$ cat config.mk
export PLATFORM = sky130hd
export DESIGN_NAME = jump_pred_ctrl
export DESIGN_NICKNAME = d
export VERILOG_FILES = /design/src/rtl/jump_pred_ctrl.sv
export SDC_FILE = /design/constraint.sdc
export NUM_CORES = 1
export LEC_CHECK = 0
export ABC_AREA = 1
export CORE_MARGIN = 2
export CORE_UTILIZATION = 53
export DETAILED_ROUTE_END_ITERATION = 12
export GPL_TIMING_DRIVEN = 1
export PLACE_DENSITY = 0.84
export REMOVE_ABC_BUFFERS = 1
export SLEW_MARGIN = 20
export SYNTH_ARGS = -nofsm -noshare
export SYNTH_HDL_FRONTEND = slang
export SYNTH_SLANG_ARGS = --single-unit
$ cat constraint.sdc
create_clock -name clk -period 3.8 [get_ports clk]
set_clock_uncertainty 0.05 [all_clocks]
set_input_delay 0.76 -clock clk [delete_from_list [all_inputs] [get_ports clk]]
set_output_delay 0.76 -clock clk [all_outputs]
set_load 0.03 [all_outputs]
$ cat src/rtl/jump_pred_ctrl.sv
// jump_pred_ctrl: sequences a global-history jump predictor between fetch and execute.
// Fetch pushes branches into an in-flight FIFO; the predictor answer fills the entry a
// cycle later. Execute resolves the FIFO head in order, updating the predictor and
// detecting mispredicts, which redirect fetch, flush history and hold fetch off briefly.
module jump_pred_ctrl #(
  parameter int ADDR_WIDTH   = 64,
  parameter int DEPTH        = 4,
  parameter int FLUSH_CYCLES = 2,
  parameter int CNT_WIDTH    = 32
) (
  input  logic                  clk,
  input  logic                  nreset,
  input  logic                  enable,
  input  logic                  i_stall,
  input  logic                  i_br_valid,
  input  logic [ADDR_WIDTH-1:0] i_br_addr,
  output logic                  o_br_ready,
  output logic [ADDR_WIDTH-1:0] o_rd_addr,
  output logic                  o_shift_hist,
  input  logic                  i_pred_jump,
  input  logic                  i_pred_valid,
  output logic                  o_pred_strobe,
  output logic                  o_pred_taken,
  input  logic                  i_res_valid,
  input  logic [ADDR_WIDTH-1:0] i_res_addr,
  input  logic                  i_res_taken,
  output logic                  o_wr_en,
  output logic [ADDR_WIDTH-1:0] o_wr_addr,
  output logic                  o_wr_jump,
  output logic                  o_flush_hist,
  output logic                  o_redirect,
  output logic                  o_err,
  output logic [CNT_WIDTH-1:0]  o_hit_cnt,
  output logic [CNT_WIDTH-1:0]  o_miss_cnt
);

  localparam int PW    = $clog2(DEPTH);
  localparam int OCC_W = PW + 1;
  localparam int FW    = (FLUSH_CYCLES > 1) ? $clog2(FLUSH_CYCLES) : 1;

  typedef enum logic {ST_RUN, ST_FLUSH} state_t;

  state_t                state_q, state_d;
  logic [FW-1:0]         fcnt_q, fcnt_d;
  logic [ADDR_WIDTH-1:0] addr_q [DEPTH];
  logic [ADDR_WIDTH-1:0] addr_d [DEPTH];
  logic [DEPTH-1:0]      taken_q, taken_d;
  logic [DEPTH-1:0]      pend_q, pend_d;
  logic [PW-1:0]         head_q, head_d;
  logic [PW-1:0]         tail_q, tail_d;
  logic [PW-1:0]         fill_idx_q, fill_idx_d;
  logic [OCC_W-1:0]      occ_q, occ_d;
  logic                  fill_q, fill_d;
  logic                  err_q, err_d;
  logic [CNT_WIDTH-1:0]  hit_q, hit_d;
  logic [CNT_WIDTH-1:0]  miss_q, miss_d;

  logic                  adv, act, empty, full, live_pred, head_pred;
  logic                  res_ok, res_empty, mispred, ready, push;
  logic [ADDR_WIDTH-1:0] head_addr;

  // Decode this cycle's handshakes: push acceptance, resolve validity and mispredict.
  always_comb begin
    adv       = enable & ~i_stall;
    act       = adv & nreset;
    empty     = (occ_q == '0);
    full      = (occ_q == OCC_W'(DEPTH));
    live_pred = i_pred_valid & i_pred_jump;
    head_addr = addr_q[head_q];
    head_pred = pend_q[head_q] ? live_pred : taken_q[head_q];
    res_ok    = act & i_res_valid & ~empty;
    res_empty = act & i_res_valid & empty;
    mispred   = res_ok & (head_pred != i_res_taken);
    ready     = act & (state_q == ST_RUN) & ~full & ~mispred;
    push      = ready & i_br_valid;
  end

  // Next-state for the FIFO, flush timer, sticky error and statistic counters.
  always_comb begin
    addr_d     = addr_q;
    taken_d    = taken_q;
    pend_d     = pend_q;
    head_d     = head_q;
    tail_d     = tail_q;
    occ_d      = occ_q;
    fill_d     = 1'b0;
    fill_idx_d = fill_idx_q;
    state_d    = state_q;
    fcnt_d     = fcnt_q;
    err_d      = err_q;
    hit_d      = hit_q;
    miss_d     = miss_q;

    if (fill_q) begin
      taken_d[fill_idx_q] = live_pred;
      pend_d[fill_idx_q]  = 1'b0;
    end

    if (push) begin
      addr_d[tail_q]  = i_br_addr;
      taken_d[tail_q] = 1'b0;
      pend_d[tail_q]  = 1'b1;
      tail_d          = tail_q + PW'(1);
      fill_d          = 1'b1;
      fill_idx_d      = tail_q;
    end

    if (res_ok) begin
      head_d = head_q + PW'(1);
      if (mispred) begin
        if (~&miss_q) miss_d = miss_q + CNT_WIDTH'(1);
      end else begin
        if (~&hit_q) hit_d = hit_q + CNT_WIDTH'(1);
      end
    end

    occ_d = occ_q + OCC_W'(push) - OCC_W'(res_ok);

    if (res_empty | (res_ok & (i_res_addr != head_addr))) err_d = 1'b1;

    if (state_q == ST_FLUSH) begin
      if (fcnt_q == '0) state_d = ST_RUN;
      else              fcnt_d  = fcnt_q - FW'(1);
    end

    if (mispred) begin
      head_d  = '0;
      tail_d  = '0;
      occ_d   = '0;
      pend_d  = '0;
      fill_d  = 1'b0;
      state_d = ST_FLUSH;
      fcnt_d  = FW'(FLUSH_CYCLES - 1);
    end
  end

  // State registers: synchronous reset, otherwise frozen unless the pipeline advances.
  always_ff @(posedge clk) begin
    if (!nreset) begin
      state_q    <= ST_RUN;
      fcnt_q     <= '0;
      for (int i = 0; i < DEPTH; i++) addr_q[i] <= '0;
      taken_q    <= '0;
      pend_q     <= '0;
      head_q     <= '0;
      tail_q     <= '0;
      fill_idx_q <= '0;
      occ_q      <= '0;
      fill_q     <= 1'b0;
      err_q      <= 1'b0;
      hit_q      <= '0;
      miss_q     <= '0;
    end else if (adv) begin
      state_q    <= state_d;
      fcnt_q     <= fcnt_d;
      addr_q     <= addr_d;
      taken_q    <= taken_d;
      pend_q     <= pend_d;
      head_q     <= head_d;
      tail_q     <= tail_d;
      fill_idx_q <= fill_idx_d;
      occ_q      <= occ_d;
      fill_q     <= fill_d;
      err_q      <= err_d;
      hit_q      <= hit_d;
      miss_q     <= miss_d;
    end
  end

  assign o_br_ready    = ready;
  assign o_rd_addr     = i_br_addr;
  assign o_shift_hist  = push;
  assign o_pred_strobe = act & fill_q;
  assign o_pred_taken  = act & fill_q & live_pred;
  assign o_wr_en       = res_ok;
  assign o_wr_addr     = res_ok ? head_addr : '0;
  assign o_wr_jump     = res_ok & i_res_taken;
  assign o_flush_hist  = mispred;
  assign o_redirect    = mispred;
  assign o_err         = err_q;
  assign o_hit_cnt     = hit_q;
  assign o_miss_cnt    = miss_q;

endmodule

== Word level (Yosys, flattened, before mapping) ==
Index checks and enable logic that the tools add are counted.
Cells by class
  $add $sub $neg: 7
  multiply operators: 0
  div/mod/pow operators: 0
  magnitude comparators: 8
  equal/unequal tests: 3
  shifts and indexed selects: 0
  mux-type cells: 35
  bitwise logic cells: 30
  reduce and logical (&&, ||, !) cells: 16
Operator list (count)
  $bwmux W256: 1
  $mux W64: 4
  $bmux W64 S2: 1
  $demux W64 S2: 1
  $add A32 B1 Y32 const B: 2
  $ne A64 B64 Y1: 1
  $reduce_and A32 Y1: 2
  $mux W4: 5
  $and A1 B1 Y1: 15
  $mux W1: 13
  $reduce_and A2 Y1: 5
  $lt A2 B3 Y1 const B: 3
  $and A4 B4 Y4: 2
  $mux W2: 4
  $not A4 Y4: 2
  $reduce_and A4 Y1: 2
  $not A1 Y1: 7
  $ge A3 B3 Y1 const B: 2
  $not A2 Y3: 2
  $reduce_bool A2 Y1: 3
  $add A2 B1 Y2 const B: 2
  $bmux W1 S2: 2
  $bwmux W4: 1
  $demux W1 S2: 2
  12 further kinds: 15
Storage, ports and cells
  register bits after elaboration: 341
  latch bits: 0
  RAM bits: 0
  memory bits (read-only): 0
  input bits: 137
  output and inout port bits: 201
  logic and storage cells: 115
  memories: 0

== Longest topological paths before layout ==
Gate-level depths: netlist of the first run.
  depth after elaboration: 12
  mapped depth: 19
  gate-level depth less buffers: 17

== Least setup slack after synthesis of the first run ==
Ideal clock, no wire load.
  kind: input-to-output
  start point: in enable
  end point: out o_wr_addr[0]
  arrival: 2.558 ns
  data required time: 2.990 ns
  path slack: 0.432 ns
  stages on the path: 10
  path buffers: 2
  cells stage by stage: inv_1 -> nor2_2 -> inv_2 -> nor2_2 -> nand2_1 -> nor2_2 -> inv_1 -> clkbuf_1 -> buf_1 -> nor2_1
Between the ends
  longest elaborated chain between the ends: 5
Ends and longest elaborated chain
  start: declaration: RTL line 13  | input logic enable,
  $and A1 B1 Y1: RTL line 64  | adv = enable & ~i_stall;
  $and A1 B1 Y1: RTL line 65  | act = adv & nreset;
  $and A1 B1 Y1 (2 in series): RTL line 71  | res_ok = act & i_res_valid & ~empty;
  named net o_wr_en: RTL line 27  | output logic o_wr_en,
  $mux W64: RTL line 176  | assign o_wr_addr = res_ok ? head_addr : '0;
  end: declaration: RTL line 28  | output logic [ADDR_WIDTH-1:0] o_wr_addr,
The timed path passes the listed nets, and every way through them passes these cells.

== Worst setup path after layout of the first run ==
  start point: in enable
  end point: out o_wr_addr[1]
Between the ends
  longest elaborated chain between the ends: 5
Ends and longest elaborated chain (RTL line)
  $and A1 B1 Y1: 64
  $and A1 B1 Y1: 65
  $and A1 B1 Y1 (2 in series): 71
  $mux W64: 176
Every way passes these cells.

==> results of run 1 <==
## registers in the layout, summed over array words and instances, names as in the netlist
register and flops:
addr_q 256, o_hit_cnt 32, o_miss_cnt 32, pend_q 4, taken_q 4, occ_q 3
fill_idx_q 2, head_q 2, tail_q 2, fcnt_q 1, fill_q 1, o_err 1
state_q 1
## layout make-up
type	instances	area, sq um
Tap cell	448	561
Multi-Input combinational cell	2055	9540
Clock inverter	13	183
Sequential cell	341	6830
Inverter	74	293
Clock buffer	52	1060
Fill cell	2833	11400
Timing Repair Buffer	372	3560
## synthesized netlist by cell type (2+ instances only)
library cell               number  area [sq um]
sky130_fd_sc_hd__a21oi_1      334          1670
sky130_fd_sc_hd__buf_1         20          75.1
sky130_fd_sc_hd__buf_2         58           290
sky130_fd_sc_hd__buf_4         89           668
sky130_fd_sc_hd__buf_6          3          33.8
sky130_fd_sc_hd__clkbuf_1      81           304
sky130_fd_sc_hd__dfxtp_1      341          6830
sky130_fd_sc_hd__ha_1           8           100
sky130_fd_sc_hd__inv_1         65           244
sky130_fd_sc_hd__inv_2          8          30.0
sky130_fd_sc_hd__nand2_1      885          3320
sky130_fd_sc_hd__nand3_1      439          2200
sky130_fd_sc_hd__nand3b_1      26           195
sky130_fd_sc_hd__nand4_1       13          81.3
sky130_fd_sc_hd__nand4_2        4          50.1
sky130_fd_sc_hd__nor2_1       166           623
sky130_fd_sc_hd__nor2_2         3          18.8
sky130_fd_sc_hd__nor3_1        33           165
sky130_fd_sc_hd__nor4_1        18           113
sky130_fd_sc_hd__o211ai_1       2          15.0
sky130_fd_sc_hd__o21ai_0       37           185
sky130_fd_sc_hd__o21ai_1        3          15.0
sky130_fd_sc_hd__or2_2          5          31.3
sky130_fd_sc_hd__xnor2_1       13           114
sky130_fd_sc_hd__xor2_1        55           482
## worst min-delay path by stage
stage | from | endpoint | slack [ns] | cells after the start
after floorplan | taken_q[2]$_SDFFE_PN0N_ | taken_q[2]$_SDFFE_PN0N_ | 0.39 | 2
after global placement | o_err$_SDFFE_PN0P_ | o_err$_SDFFE_PN0P_ | 0.39 | 2
after detailed placement | o_err$_SDFFE_PN0P_ | o_err$_SDFFE_PN0P_ | 0.40 | 2
after CTS | o_err$_SDFFE_PN0P_ | o_err$_SDFFE_PN0P_ | 0.41 | 2
after global routing | addr_q[146]$_SDFFE_PN0P_ | addr_q[146]$_SDFFE_PN0P_ | 0.43 | 2
final | addr_q[178]$_SDFFE_PN0P_ | addr_q[178]$_SDFFE_PN0P_ | 0.41 | 2
## kinds of logic after synthesis
kind of cell	count (synthesis)	synth area share, %
flip-flops	341	38.0
adder cells (fa/ha/maj)	9	0.669
buffers and inverters	325	9.19
AO/OA/AOI/OAI	380	10.7
XOR/XNOR	68	3.31
AND/OR/NAND/NOR	1598	38.2
## routing by layer
metal  vias up  share of wire [%]  GRT usage (%)
met4         0                2.9           11.0
li1       9205                  -              -
met2      1026                 48           53.1
met1      8786                 39           39.3
met3       133                 10           5.82
met5         -                  0              0
## per-stage QoR
stage	utilization [%]	area [sq um]	setup TNS, ns
finish	65.9	22000	0
global route	65.9	22000	0
CTS	65.8	22000	0
detailed placement	62.0	20700	0
global placement	62.0	20700	0
floorplan	-	16600	-1184.52
## tightest hold or removal path, cell delays in order, from the launching register on
cell and delay, ns:
sky130_fd_sc_hd__dfxtp_1 0.31, sky130_fd_sc_hd__nand2_1 0.06, sky130_fd_sc_hd__a21oi_1 0.05
## power by group through the flow
stage	clock network [W]	registers [W]	logic, W
2_1_floorplan	0	0.00368	0.000186
3_3_place_gp	0	0.00368	0.000613
3_5_place_dp	0	0.00368	0.000620
4_1_cts	0.00373	0.00360	0.000624
5_1_grt	0.00388	0.00360	0.000673
6_report	0.00369	0.00360	0.000635
==> results list, run 1 <==
- The flow ran to the end, and the final reports show no timing, DRC or antenna violations.
* Most frequent cells in the layout: sky130_fd_sc_hd__nand2_1 (885), sky130_fd_sc_hd__nand3_1 (439), sky130_fd_sc_hd__dfxtp_1 (339)
* Placeable Area: 33400 sq um
- The design draws 0.00793 W.
* Post-CTS Hold Buffers: 0
* Global route total overflow: 0
- At the worst endpoint, the required time is 2.99 ns.
- Number of buffers created by CTS: 37
- Clock tree synthesis found a total of 341 sinks.
- Final hold analysis gives a worst-case slack of 0.414 ns.
- Setup slack closes at 0.232 ns.
* Max H-tree Level: 2
* Startpoint of the most critical register-to-register path: occ_q[1]$_SDFFE_PN0N_
* Number of violations of the max-capacitance limit: 0
* Relative contribution of sequential cells to total power: 45.4%
* Hold Path Class: flip-flop to flip-flop
* Nature of the critical path startpoint: primary input
- 0 antenna diodes ended up in the layout.
- Synthesis instantiated 37 different standard cells from the library.
- Synthesis produced a netlist whose cell count is 2721.
- Setup repair after global routing missed its margin: no
* R2R depth: 9
* Wire length of the first global-routing pass: 91400 um
* Period utilisation layout: 93.9%
- In this run, the clock network consumes 46.5% of the power.
- Synthesis-stage register bit count: 341
* Clock-pin transition on the worst setup and hold timing paths: 0.06 ns
- I/O pin total: 338
- Summed instance area of the synthesized netlist: 18000 sq um
* Final hold violations: 0
- For this block, the routed nets add up to 57000 um of wire.
- Floorplan die area: 35400 sq um
- Clock insertion delay at the later pin of the skew report: 0.52 ns
- Number of standard-cell rows in the floorplan: 67
* Post-DP HPWL: 34800 um
- Summing over every cut layer, the via total after detailed routing is 19200.
- The via count of the first global-routing pass came to 18200.
- Counting along the longest clock path gives a buffer depth of 3.
- Global placement routability congestion: 0.936
- Critical path startpoint: enable
* Antenna violations before repair: 0
* Switching Power: 0.00185 W
* Effective utilization at floorplan: 53.7%
- Among the stages of the critical path, the cell type that occurs most often is sky130_fd_sc_hd__nor2_2.
- Among all flip-flop cells after synthesis, the most frequent one is sky130_fd_sc_hd__dfxtp_1.
- Quantity of I/O buffers inserted on ports: 337
* Ys Warns: 0
* Detailed-router iteration count before antenna repair: 7
- Transition at the pin with the smallest max-transition slack: 1.11 ns
- The count of nets left with antenna violations once routing finished came out at 0.
- In the final design database the tool counted 3027 nets.
- The worst setup path is captured at an output port.
* Final max-slew violation count: 0
* Seq/Total Area, Yosys: 38.0%
- The number of buffers and inverters on the critical path is 7.
- Timing analysis after detailed placement gives a worst setup slack of 0.206 ns.
- The synthesized design contains 0 enable-type register cells.
* Die boundary height: 188 um
- Once layout is complete, the cells apart from fillers number 3355.
* Share of total power in combinational logic: 8.0%
- CTS root buffer: sky130_fd_sc_hd__clkbuf_16
- For this design the ratio of total power to cell area is 360 nW/um^2.
* Register-to-register setup slack: 0.76 ns
- The library cell used most frequently in the layout, excluding fill and tap cells, is sky130_fd_sc_hd__nand2_1.
- Fraction of final layout cells sized beyond drive strength 1: 6.78%
- Dividing the synthesized area by the synthesized cell count gives 6.60 sq um.
- Cell-by-cell listing of the critical path: clkdlybuf4s50_1 > inv_1 > nor2_2 > inv_2 > nor2_2 > nand2_1 > nor2_2 > buf_4 > inv_2 > buf_12 > nor2_1 > buf_12
- Proportion of synthesized flip-flops having asynchronous set or reset: 0%
* Largest net degree at the start of global routing: 173
* Resize count post-CTS: 0
- Achievable frequency: 0.280 GHz
* Die extent in x: 188 um
- Cell count after placement: 3289
- Synthesis-to-layout area growth: 22.6%
* Number of stages on the worst setup path: 12
* Total routing usage reported by global routing: 31.1%
- The analysis attributes to cell leakage a power of 7.54 nW.
* Largest stage delay on the critical path: 0.45 ns
- Setup violations remaining at the end of the flow were counted as 0.
* Switching fraction of total power: 23.3%
- TritonCTS clock tree: built
- The worst setup path is of the primary input to output port kind.
- Crit-path leading delay family: buffers and inverters
* VDD IR-drop max: 0.295 mV
- Capturing point of the worst reg2reg path: addr_q[111]$_SDFFE_PN0P_
- Among all stages on the critical path, the largest delay is contributed by sky130_fd_sc_hd__clkdlybuf4s50_1.
* Drt first-iter violations: 1830
* Period minus WS final: 3.57 ns
* Relative slew slack: 25.8%
- STA puts the critical path data arrival time at 2.76 ns.
- Number of buffers added for setup after CTS: 0
- Max FO, Critical Path: 50
- After detailed routing, the number of remaining DRC violations is 0.
- Via/cell ratio: 5.71
- Post-detailed-route wirelength per cell: 17.0 um
- End point of the critical path: o_wr_addr[1]
* Internal power: 0.00608 W
Power figures use the tool's default switching activity.
==> run 2: changes to the inputs <==
- CORE_ASPECT_RATIO: default -> 1.2
- CTS_BUF_LIST: default -> sky130_fd_sc_hd__clkbuf_16
==> run 2 against run 1 <==
  * Sequential cell count is the same
  * Via count is 1.3% higher
  * Final cell count rose by 0.21%
  * Utilization rose by 0.94 points
  * Critical path depth down 1
  * Sequential power barely moved
  * Non-clock buffer count is 6 higher
  * Global-route usage is 0.71 points higher
  * Clock power down 4%
==> results list, run 2 (synthesis results as in run 1) <==
* Critical Setup Path Class: primary input to output port (unchanged)
- The total number of placement rows came to 73 (was 67).
* Number of violations of the max-capacitance limit: 0 (unchanged)
- The core region area was 33200 sq um (was 33400 sq um).
- Post-DP HPWL: 36400 um (was 34800 um)
* Data arrival time at the worst-slack endpoint: 2.89 ns (was 2.76 ns)
- Most frequent cells in the layout: sky130_fd_sc_hd__nand2_1 (885), sky130_fd_sc_hd__nand3_1 (439), sky130_fd_sc_hd__dfxtp_1 (339) (unchanged).
- Switching fraction of total power: 23.7% (was 23.3%)
* Relative slew slack: 20.8% (was 25.8%)
* Power per cell area: 350 nW/um^2 (was 360 nW/um^2)
* VDD IR-drop max: 0.322 mV (was 0.295 mV)
* Vias post-DR: 19400 (was 19200)
- The average detailed-routed wire length per instance is 17.2 um (was 17.0 um).
- Effective utilization at floorplan: 54.0% (was 53.7%)
- The via count of the first global-routing pass was 18500 (was 18200).
- Clock Tree Buf Depth: 3 (unchanged)
* Total routing usage reported by global routing: 31.8% (was 31.1%)
* Nature of the critical path startpoint: primary input (unchanged)
* CTS root buffer: sky130_fd_sc_hd__clkbuf_16 (unchanged)
* Fraction of final layout cells sized beyond drive strength 1: 5.49% (was 6.78%)
- Most common library cell in the layout ignoring fill and taps: sky130_fd_sc_hd__nand2_1 (unchanged)
- The synthesis-to-finish area growth was 23.6% (was 22.6%).
* Count of inserted antenna diode cells: 0 (unchanged)
- The power share of the combinational group came to 8.2% (was 8.0%).
- The number of vias per cell after detailed routing was 5.77 (was 5.71).
- Global route total overflow: 0 (unchanged)
* Max FO, Critical Path: 39 (was 50)
- The total instance count after detailed placement came to 3298 (was 3289).
- Number of remaining DRC errors: 0 (unchanged)
- Register bank with the most flops: addr_q (unchanged)
* Transition at the pin with the smallest max-transition slack: 1.19 ns (was 1.11 ns)
* Clock insertion delay at the later pin of the skew report: 0.53 ns (was 0.52 ns)
- The die area was 35400 sq um (about the same).
- Sink Count: 341 (unchanged)
- Detailed-router iteration count before antenna repair: 6 (was 7)
- Number of buffers added for setup after CTS: 0 (unchanged)
- Final max-slew violation count: 0 (unchanged)
- The register clock-pin slew on the reported worst setup and hold paths is 0.06 ns (about the same).
- The highest achievable clock rate is 0.270 GHz (was 0.280 GHz).
* Wire length of the first global-routing pass: 92000 um (was 91400 um)
- The I/O pin count came to 338 (unchanged).
- The total negative slack is 0 ns (unchanged).
* Leakage power of the design: 7.93 nW (was 7.54 nW)
- Number of buffers created by CTS: 36 (was 37)
* Total wirelength of the detailed-routed design: 57800 um (was 57000 um)
* Antenna violations before repair: 0 (unchanged)
- Period utilisation layout: 97.5% (was 93.9%)
- The flip-flop count of the largest register, all copies and words added is 256 (unchanged).
- The switching power of the nets was 0.00184 W (was 0.00185 W).
- CP Capture Type: output port (unchanged)
* Worst slack on hold paths: 0.405 ns (was 0.414 ns)
* Antenna Nets Post-Route: 0 (unchanged)
- The number of violations reported at the end of detailed-routing iteration 0 was 2089 (was 1830).
- The CTS tree is built (unchanged).
- Global placement routability congestion: 0.939 (was 0.936)
- The post-route non-filler standard cell count is 3362 (was 3355).
- Final design instance area without fill: 22200 sq um (was 22000 sq um)
- Final hold violations: 0 (unchanged)
- Die extent in x: 172 um (was 188 um)
- The part of the power in registers came to 46.4% (was 45.4%).
- The net count of the finished layout came to 3032 (was 3027).
* Max H-tree Level: 2 (unchanged)
- Post-CTS Hold Buffers: 0 (unchanged)
- Hold Path Class: flip-flop to flip-flop (unchanged)
- The relative contribution of the clock network to total power is 45.4% (was 46.5%).
* Run status: complete, no violations (unchanged)
- Data required time of the critical path: 2.99 ns (about the same)
* Setup repair after global routing missed its margin: no (unchanged)
- Total of endpoints with negative setup slack in the final report: 0 (unchanged)
* Final Power: 0.00777 W (was 0.00793 W)
* Period minus WS final: 3.70 ns (was 3.57 ns)
- The quantity of I/O buffers inserted on ports was 337 (unchanged).
* Die boundary height: 206 um (was 188 um)
- Largest net degree at the start of global routing: 261 (was 173)
* Internal power: 0.00593 W (was 0.00608 W)
* Area after detailed placement: 21000 sq um (was 20700 sq um)
run 2: cell count changes in the layout (fill, tap and decap cells not counted), moves of 2 or more:
cell                              previous run  this run
sky130_fd_sc_hd__buf_12                      6        13
sky130_fd_sc_hd__buf_4                      98        64
sky130_fd_sc_hd__clkbuf_1                    7         0
sky130_fd_sc_hd__clkbuf_8                    8         0
sky130_fd_sc_hd__clkdlybuf4s50_1           266       280
sky130_fd_sc_hd__clkinv_1                    0         6
sky130_fd_sc_hd__clkinv_2                    3         7
sky130_fd_sc_hd__clkinvlp_4                  4         0
sky130_fd_sc_hd__dlymetal6s2s_1              0        21
sky130_fd_sc_hd__inv_1                      64        72
sky130_fd_sc_hd__inv_6                       3         1
run 2: cell type report:
| class | count | area, sq um |
|---|---|---|
| Clock buffer | 38 | 951 |
| Clock inverter | 26 | 224 |
| Fill cell | 2873 | 11000 |
| Inverter | 74 | 293 |
| Multi-Input combinational cell | 2055 | 9540 |
| Sequential cell | 341 | 6830 |
| Tap cell | 450 | 563 |
| Timing Repair Buffer | 378 | 3810 |
run 2: metrics by stage:
step                      util (%)  worst slack (ns)
after CTS                     66.6             0.108
after detailed placement      63.1             0.109
after floorplan                  -             -4.04
after global placement        63.1             0.160
after global routing          66.8          0.000148
final                         66.8            0.0968
run 2: worst max-delay path, stage by stage:
cell and delay, ns:
sky130_fd_sc_hd__clkdlybuf4s50_1 0.45, sky130_fd_sc_hd__inv_1 0.04, sky130_fd_sc_hd__nor2_2 0.14, sky130_fd_sc_hd__inv_2 0.06
sky130_fd_sc_hd__nor2_2 0.13, sky130_fd_sc_hd__nand2_1 0.12, sky130_fd_sc_hd__nor2_2 0.13, sky130_fd_sc_hd__inv_2 0.07
sky130_fd_sc_hd__buf_12 0.16, sky130_fd_sc_hd__nor2_1 0.11, sky130_fd_sc_hd__clkdlybuf4s50_1 0.67
run 2: final timing paths:
kind | start | end | slack, ns | cells after the start
max | enable | o_wr_addr[20] | 0.1 | 11
min reg2reg | o_err$_SDFFE_PN0P_ | o_err$_SDFFE_PN0P_ | 0.41 | 2
min | o_err$_SDFFE_PN0P_ | o_err$_SDFFE_PN0P_ | 0.41 | 2
max reg2reg | head_q[1]$_SDFFE_PN0P_ | addr_q[29]$_SDFFE_PN0P_ | 0.79 | 14
run 2: per-layer routing:
| layer | wire (um) | up-vias | track usage, % |
|---|---|---|---|
| met2 | 27900 | 1020 | 54.3 |
| met4 | 1980 | 0 | 13.9 |
| li1 | - | 9236 | - |
| met3 | 5630 | 151 | 5.71 |
| met5 | 0 | - | 0 |
| met1 | 22300 | 9000 | 39.2 |
run 2: power groups by stage:
stage / Sequential, W / Clock [W] / Combinational [W]
floorplan: 0.00368 / 0 / 0.000186
global placement: 0.00368 / 0 / 0.000616
detailed placement: 0.00368 / 0 / 0.000625
CTS: 0.00360 / 0.00356 / 0.000628
global route: 0.00360 / 0.00373 / 0.000675
finish: 0.00360 / 0.00353 / 0.000634
run 2: timing repair:
| item | in CTS | in global routing |
|---|---|---|
| setup endpoints to repair | 0 | 21 |
| gates resized for setup | 0 | 21 |
| hold endpoints to repair | 0 | 0 |
